--- config.mk ---
export PLATFORM = sky130hd
export DESIGN_NAME = local_memory_arbiter
export DESIGN_NICKNAME = d
export VERILOG_FILES = /design/src/rtl/local_memory_arbiter_pkg.sv /design/src/rtl/local_memory_request_mux.sv /design/src/rtl/local_memory_arbiter.sv
export SDC_FILE = /design/constraint.sdc
export NUM_CORES = 1
export LEC_CHECK = 0
export BUFFER_PORTS_ARGS = -buffer_cell sky130_fd_sc_hd__buf_2
export CORE_AREA = 5 5 110 112
export CTS_BUF_LIST = sky130_fd_sc_hd__clkbuf_8
export DETAILED_ROUTE_END_ITERATION = 6
export DIE_AREA = 0 0 115 117
export PLACE_DENSITY = 0.56
export REMOVE_ABC_BUFFERS = 1
export SLEW_MARGIN = 10
export SYNTH_ARGS = -nofsm -noshare
export SYNTH_HDL_FRONTEND = slang
export SYNTH_SLANG_ARGS = --single-unit
--- constraint.sdc ---
create_clock -name clk -period 2.25 [get_ports clk]
set_input_delay 0.45 -clock clk [delete_from_list [all_inputs] [get_ports clk]]
set_output_delay 0.45 -clock clk [all_outputs]
set_load 0.02 [all_outputs]
--- src/rtl/local_memory_arbiter_pkg.sv ---
// Shared definitions for the local SRAM secondary-port arbiter.
package local_memory_arbiter_pkg;

    typedef enum logic [1:0] {
        IDLE    = 2'd0,
        GRANT_A = 2'd1,
        GRANT_B = 2'd2
    } state_e;

    localparam logic [31:0] READ_ONES = 32'hFFFF_FFFF;

endpackage

--- src/rtl/local_memory_request_mux.sv ---
// Steers the granted requester onto the memory port and shapes the stall/read-data
// responses returned to both requesters.
module local_memory_request_mux
    import local_memory_arbiter_pkg::*;
#(
    parameter int unsigned ADDRESS_SIZE = 24
) (
    input  state_e                  sel_i,
    input  logic                    timeout_i,
    input  logic [ADDRESS_SIZE-1:0] a_addr_i,
    input  logic [3:0]              a_be_i,
    input  logic                    a_en_i,
    input  logic                    a_we_i,
    input  logic [31:0]             a_wdata_i,
    output logic [31:0]             a_rdata_o,
    output logic                    a_busy_o,
    input  logic [ADDRESS_SIZE-1:0] b_addr_i,
    input  logic [3:0]              b_be_i,
    input  logic                    b_en_i,
    input  logic                    b_we_i,
    input  logic [31:0]             b_wdata_i,
    output logic [31:0]             b_rdata_o,
    output logic                    b_busy_o,
    output logic [ADDRESS_SIZE-1:0] mem_addr_o,
    output logic [3:0]              mem_be_o,
    output logic                    mem_en_o,
    output logic                    mem_we_o,
    output logic [31:0]             mem_wdata_o,
    input  logic [31:0]             mem_rdata_i,
    input  logic                    mem_busy_i
);

    // Non-granted requesters are stalled for as long as they request.
    always_comb begin
        mem_addr_o  = '0;
        mem_be_o    = 4'h0;
        mem_en_o    = 1'b0;
        mem_we_o    = 1'b0;
        mem_wdata_o = 32'h0;
        a_busy_o    = a_en_i;
        b_busy_o    = b_en_i;
        a_rdata_o   = READ_ONES;
        b_rdata_o   = READ_ONES;
        case (sel_i)
            GRANT_A: begin
                mem_addr_o  = a_addr_i;
                mem_be_o    = a_be_i;
                mem_en_o    = a_en_i;
                mem_we_o    = a_we_i;
                mem_wdata_o = a_wdata_i;
                a_busy_o    = mem_busy_i && !timeout_i;
                a_rdata_o   = timeout_i ? READ_ONES : mem_rdata_i;
            end
            GRANT_B: begin
                mem_addr_o  = b_addr_i;
                mem_be_o    = b_be_i;
                mem_en_o    = b_en_i;
                mem_we_o    = b_we_i;
                mem_wdata_o = b_wdata_i;
                b_busy_o    = mem_busy_i && !timeout_i;
                b_rdata_o   = timeout_i ? READ_ONES : mem_rdata_i;
            end
            default: ;
        endcase
    end

endmodule

--- src/rtl/local_memory_arbiter.sv ---
// Round-robin arbiter for the local SRAM secondary port with a stall watchdog;
// the grant is held for a whole transaction.
module local_memory_arbiter
    import local_memory_arbiter_pkg::*;
#(
    parameter int unsigned ADDRESS_SIZE   = 24,
    parameter int unsigned TIMEOUT_CYCLES = 16,
    parameter int unsigned TIMEOUT_WIDTH  = 5
) (
    input  logic                    clk,
    input  logic                    rst,
    input  logic [ADDRESS_SIZE-1:0] aAddress,
    input  logic [3:0]              aByteSelect,
    input  logic                    aEnable,
    input  logic                    aWriteEnable,
    input  logic [31:0]             aDataWrite,
    output logic [31:0]             aDataRead,
    output logic                    aBusy,
    input  logic [ADDRESS_SIZE-1:0] bAddress,
    input  logic [3:0]              bByteSelect,
    input  logic                    bEnable,
    input  logic                    bWriteEnable,
    input  logic [31:0]             bDataWrite,
    output logic [31:0]             bDataRead,
    output logic                    bBusy,
    output logic [ADDRESS_SIZE-1:0] memAddress,
    output logic [3:0]              memByteSelect,
    output logic                    memEnable,
    output logic                    memWriteEnable,
    output logic [31:0]             memDataWrite,
    input  logic [31:0]             memDataRead,
    input  logic                    memBusy,
    output logic                    timeoutError
);

    state_e                   state_q, state_d;
    logic                     last_grant_b_q, last_grant_b_d;
    logic [TIMEOUT_WIDTH-1:0] cnt_q, cnt_d;
    logic                     timeout_q, timeout_d;
    logic                     x_en_c;
    logic                     timeout_hit_c;

    assign x_en_c = (state_q == GRANT_A) ? aEnable :
                    (state_q == GRANT_B) ? bEnable : 1'b0;

    assign timeout_hit_c = x_en_c && memBusy &&
                           (cnt_q == TIMEOUT_WIDTH'(TIMEOUT_CYCLES - 1));

    // Next-state: arbitration in IDLE, completion/abort/watchdog while granted.
    always_comb begin
        state_d        = state_q;
        last_grant_b_d = last_grant_b_q;
        cnt_d          = '0;
        timeout_d      = 1'b0;
        case (state_q)
            IDLE: begin
                if (aEnable && (!bEnable || last_grant_b_q)) begin
                    state_d = GRANT_A;
                end else if (bEnable) begin
                    state_d = GRANT_B;
                end
            end
            GRANT_A, GRANT_B: begin
                if (!x_en_c) begin
                    state_d = IDLE;
                end else if (!memBusy) begin
                    state_d        = IDLE;
                    last_grant_b_d = (state_q == GRANT_B);
                end else if (timeout_hit_c) begin
                    state_d        = IDLE;
                    last_grant_b_d = (state_q == GRANT_B);
                    timeout_d      = 1'b1;
                end else begin
                    cnt_d = cnt_q + TIMEOUT_WIDTH'(1);
                end
            end
            default: state_d = IDLE;
        endcase
    end

    always_ff @(posedge clk) begin
        if (rst) begin
            state_q        <= IDLE;
            last_grant_b_q <= 1'b1;
            cnt_q          <= '0;
            timeout_q      <= 1'b0;
        end else begin
            state_q        <= state_d;
            last_grant_b_q <= last_grant_b_d;
            cnt_q          <= cnt_d;
            timeout_q      <= timeout_d;
        end
    end

    assign timeoutError = timeout_q;

    local_memory_request_mux #(
        .ADDRESS_SIZE(ADDRESS_SIZE)
    ) u_mux (
        .sel_i      (state_q),
        .timeout_i  (timeout_hit_c),
        .a_addr_i   (aAddress),
        .a_be_i     (aByteSelect),
        .a_en_i     (aEnable),
        .a_we_i     (aWriteEnable),
        .a_wdata_i  (aDataWrite),
        .a_rdata_o  (aDataRead),
        .a_busy_o   (aBusy),
        .b_addr_i   (bAddress),
        .b_be_i     (bByteSelect),
        .b_en_i     (bEnable),
        .b_we_i     (bWriteEnable),
        .b_wdata_i  (bDataWrite),
        .b_rdata_o  (bDataRead),
        .b_busy_o   (bBusy),
        .mem_addr_o (memAddress),
        .mem_be_o   (memByteSelect),
        .mem_en_o   (memEnable),
        .mem_we_o   (memWriteEnable),
        .mem_wdata_o(memDataWrite),
        .mem_rdata_i(memDataRead),
        .mem_busy_i (memBusy)
    );

endmodule

==> impl_table.tex <==
\begin{tabular}{lr}
\hline
Metric & Value \\
\hline
\multicolumn{2}{l}{\textbf{Outcome}} \\
\quad Outcome & finished, violations left \\
\quad Failing checks & negative setup slack \\
\multicolumn{2}{l}{\textbf{STA}} \\
\quad Slew at the pin with the worst max-slew slack & 429 ps \\
\quad Setup repair after global routing missed its margin & true \\
\quad Layout Skew & 4.08 ps \\
\quad Max\_slew headroom & 71.4\% \\
\quad Worst slack on hold paths & around 460 ps \\
\quad Final critical path time including I/O delays and setup & about 2300 ps \\
\quad Final Hold Vio Count & 0 \\
\quad Count of final max-slew check failures & 0 \\
\quad Achievable Freq & 440 MHz \\
\quad Setup ws final & -21.1 ps \\
\quad Post-route clock period utilization & 101\% \\
\quad Count of endpoints failing setup in the final report & 9 \\
\multicolumn{2}{l}{\textbf{Layout}} \\
\quad Layout Cells excl Fill & 700 \\
\quad Area added between synthesis and finish & 111\% \\
\quad Register Area & 186 µm² \\
\quad Final cell utilization of the core & 35.8\% \\
\quad Fraction of layout cells with a size suffix above 1 & roughly 60\% \\
\quad Antenna diodes & 0 \\
\quad Net total in the final layout & just over 700 \\
\quad Filler cell count & about 1,200 \\
\quad Area occupied by multi-input gates & between 1500 and 2000 µm² \\
\multicolumn{2}{l}{\textbf{Worst setup path}} \\
\quad Kind of start point of the critical path & flop \\
\quad Crit path max-delay cell type & dfxtp\_4 \\
\quad Peak fanout along the critical path & 8 \\
\quad Arr. time, crit path & 1820 ps \\
\quad Worst-path cell chain & ha\_4 -> and3\_4 -> ha\_4 -> nand2\_8 -> o21ai\_4 -> buf\_6 -> or2\_1 -> buf\_6 \\
\quad Delay of the slowest cell on the worst path & 350 ps \\
\quad Category of the most critical setup path & flop to output port \\
\quad Endpoint type of the worst setup path & output port \\
\quad Req. time, crit path & roughly 1800 ps \\
\multicolumn{2}{l}{\textbf{Clock tree}} \\
\quad Clock tree sinks & 9 \\
\quad Clock tree from TritonCTS & built \\
\quad Number of CTS-inserted buffers & 3 \\
\quad Clock Tree Buf Depth & 2 \\
\quad Clk root buf & clkbuf\_8 \\
\quad Hold buffer count at cts & 0 \\
\quad Number of levels the H-tree was split into & 1 \\
\quad Clock-pin slew reported for the worst setup and hold paths after clock tree synthesis & roughly 40 ps \\
\quad Clk Latency, worst-skew pair & 230 ps \\
\multicolumn{2}{l}{\textbf{Yosys}} \\
\quad Commonest register cell after synthesis & dfxtp\_1 \\
\quad Largest cells by area after synthesis & a22oi\_1 (24\%), nor2b\_1 (21\%), or2\_1 (21\%) \\
\quad Sequential cell area fraction in the yosys report & 9.56\% \\
\quad Top post-synthesis cells by count & nor2b\_1 (64), or2\_1 (64), a22oi\_1 (61) \\
\quad Flip-flop and latch count after synthesis & 9 \\
\quad Area share of the largest cell type after synthesis & between 20\% and 30\% \\
\quad Cell count after synthesis & roughly 270 \\
\quad Number of distinct standard cells referenced by the synthesized netlist & 29 \\
\quad Post-synthesis instance area & roughly 1900 µm² \\
\quad Leading area contributor after synthesis & a22oi\_1 \\
\quad Avg Synthesized Cell Area & 6.93 µm² \\
\quad Fraction of registers with async set/reset & 0\% \\
\quad Number of enable flip-flop cells after synthesis & 0 \\
\quad Yosys warning total & 0 \\
\multicolumn{2}{l}{\textbf{Routing}} \\
\quad Pre-Repair DR Iteration Count & 4 \\
\quad Post-detailed-route count of antenna-violating nets & 0 \\
\quad Via count & $\sim$3,100 \\
\quad Count of unresolved DRC violations after routing & 0 \\
\quad Drt initial violations & roughly 150 \\
\quad Overall routed net length & roughly 11,000 µm \\
\quad Routed len/inst & 15.6 µm \\
\quad Vias per cell & $\sim$4.4 \\
\multicolumn{2}{l}{\textbf{Place}} \\
\quad Pre-CTS setup slack & -252 ps \\
\quad Quantity of I/O buffers inserted on ports & about 290 \\
\quad DP HPWL & between 8000 and 9000 µm \\
\quad Number of instances in the placed design & about 700 \\
\quad Routability cong. & a little under 0.8 \\
\multicolumn{2}{l}{\textbf{Global route}} \\
\quad Vias in the first global route & 2,883 \\
\quad Number of antenna violations at the first check in global routing & 0 \\
\quad GRT Overall Usage & approximately 14\% \\
\quad Global-route wire length before repair & 14,900 µm \\
\quad Remaining Overflow, GRT & 0 \\
\quad Pin count of the biggest net entering global routing & between 40 and 50 \\
\multicolumn{2}{l}{\textbf{Power and ir drop}} \\
\quad Power Density & 289 nW/µm² \\
\quad Peak supply drop & between 0.2 and 0.3 mV \\
\quad Leakage power total & 1.83 nW \\
\quad Power, Total & 1.15 mW \\
\multicolumn{2}{l}{\textbf{Die}} \\
\quad Floorplan core area & roughly 11,000 µm² \\
\quad Number of I/O pins & around 290 \\
\quad Number of rows created at floorplan & 39 \\
\quad Area of the die & about 13,000 µm² \\
\quad Initial cell density of the core & around 17\% \\
\quad Die extent in x & approximately 120 µm \\
\quad Vertical die dimension & around 120 µm \\
\multicolumn{2}{l}{\textbf{Flow run}} \\
\quad Maximum capacitance violations & 0 \\
\multicolumn{2}{l}{\textbf{Worst hold path}} \\
\quad Type of the worst min-delay path & input pin to flop \\
\hline
\end{tabular}
power by group:
group / internal [mW] / switching, mW
logic: 0.377 / 0.423
registers: 0.162 / 0.00355
clock network: 0.119 / 0.0641
total: 0.658 / 0.491
logic make-up after synthesis:
kind of cell             count (synthesis)  synth area share [%]
XOR/XNOR                                 2                 0.929
buffers and inverters                   32                  7.23
AO/OA/AOI/OAI                           75                  30.3
flip-flops                               9                  9.56
adder cells (fa/ha/maj)                  5                  3.32
AND/OR/NAND/NOR                        149                  48.7
final cells by class:
cell class / instances / share of cell area, %
timing repair buffer: 306 / 46.6
multi-input combinational: 233 / 42.6
sequential: 9 / 4.69
tap: 143 / 4.50
clock buffer: 3 / 1.04
inverter: 5 / 0.472
clock inverter: 1 / 0.0944
what timing repair did:
action,4_1_cts,5_1_grt
resized for setup,84,25
pin swaps,11,15
setup endpoints to repair,64,87
cloned,4,1
setup buffers,4,1
endpoints found under the hold margin,0,0
registers in the layout, summed over array words and instances, names as in the netlist:
signal / count
cnt_q: 5
timeoutError: 1
state_q: 2
last_grant_b_q: 1
worst max-delay path, delay by kind of cell, from the launching register on:
family / cells / cell delay, ps
AOI/OAI and AO/OA: 1 / 90
adders and majority gates: 2 / 320
buffers and inverters: 2 / 300
DFF: 1 / 350
and+or+nand+nor: 3 / 520
per-stage QoR:
stage	instance area, µm²	setup TNS, ps
global route	3980	-2400
global placement	3490	-817
detailed placement	3490	-7490
floorplan	1770	-89200
finish	3980	-71.0
CTS	3890	-326
cells in the final DEF (no fill, tap or decap), types with 2 or more instances in the layout:
cell / instances
nor2_1: 5
nand2b_1: 2
dfxtp_1: 6
nand3_1: 3
a32o_1: 2
nor2b_1: 63
ha_4: 3
o21ai_1: 5
or2_4: 5
buf_12: 2
clkbuf_8: 3
buf_4: 13
o21ai_2: 2
inv_1: 5
or2_1: 60
dfxtp_2: 2
buf_2: 250
nand2_1: 2
a22oi_1: 61
o21ai_4: 3
buf_6: 40
layer usage:
metal  share of wire [%]  up-vias  track usage (%)
li1                    -     1520                -
met4                 1.5        0             2.58
met5                   0        -                0
met2                  52      131             25.3
met3                 7.4       15             1.90
met1                  39     1435             16.9
path summary, 6_finish.rpt:
kind                                start                      end  slack [ps]  cells after the start
setup reg to reg  state_q[0]$_SDFFE_PP0P_  state_q[1]$_SDFFE_PP0P_         340                      6
hold reg to reg   state_q[1]$_SDFFE_PP0P_  state_q[1]$_SDFFE_PP0P_         510                      1
hold / removal                        rst  timeoutError$_SDFF_PP0_         460                      2
setup / recovery      cnt_q[1]$_SDFF_PP0_            aDataRead[20]         -20                      8
(Power assumes the default switching activity.)
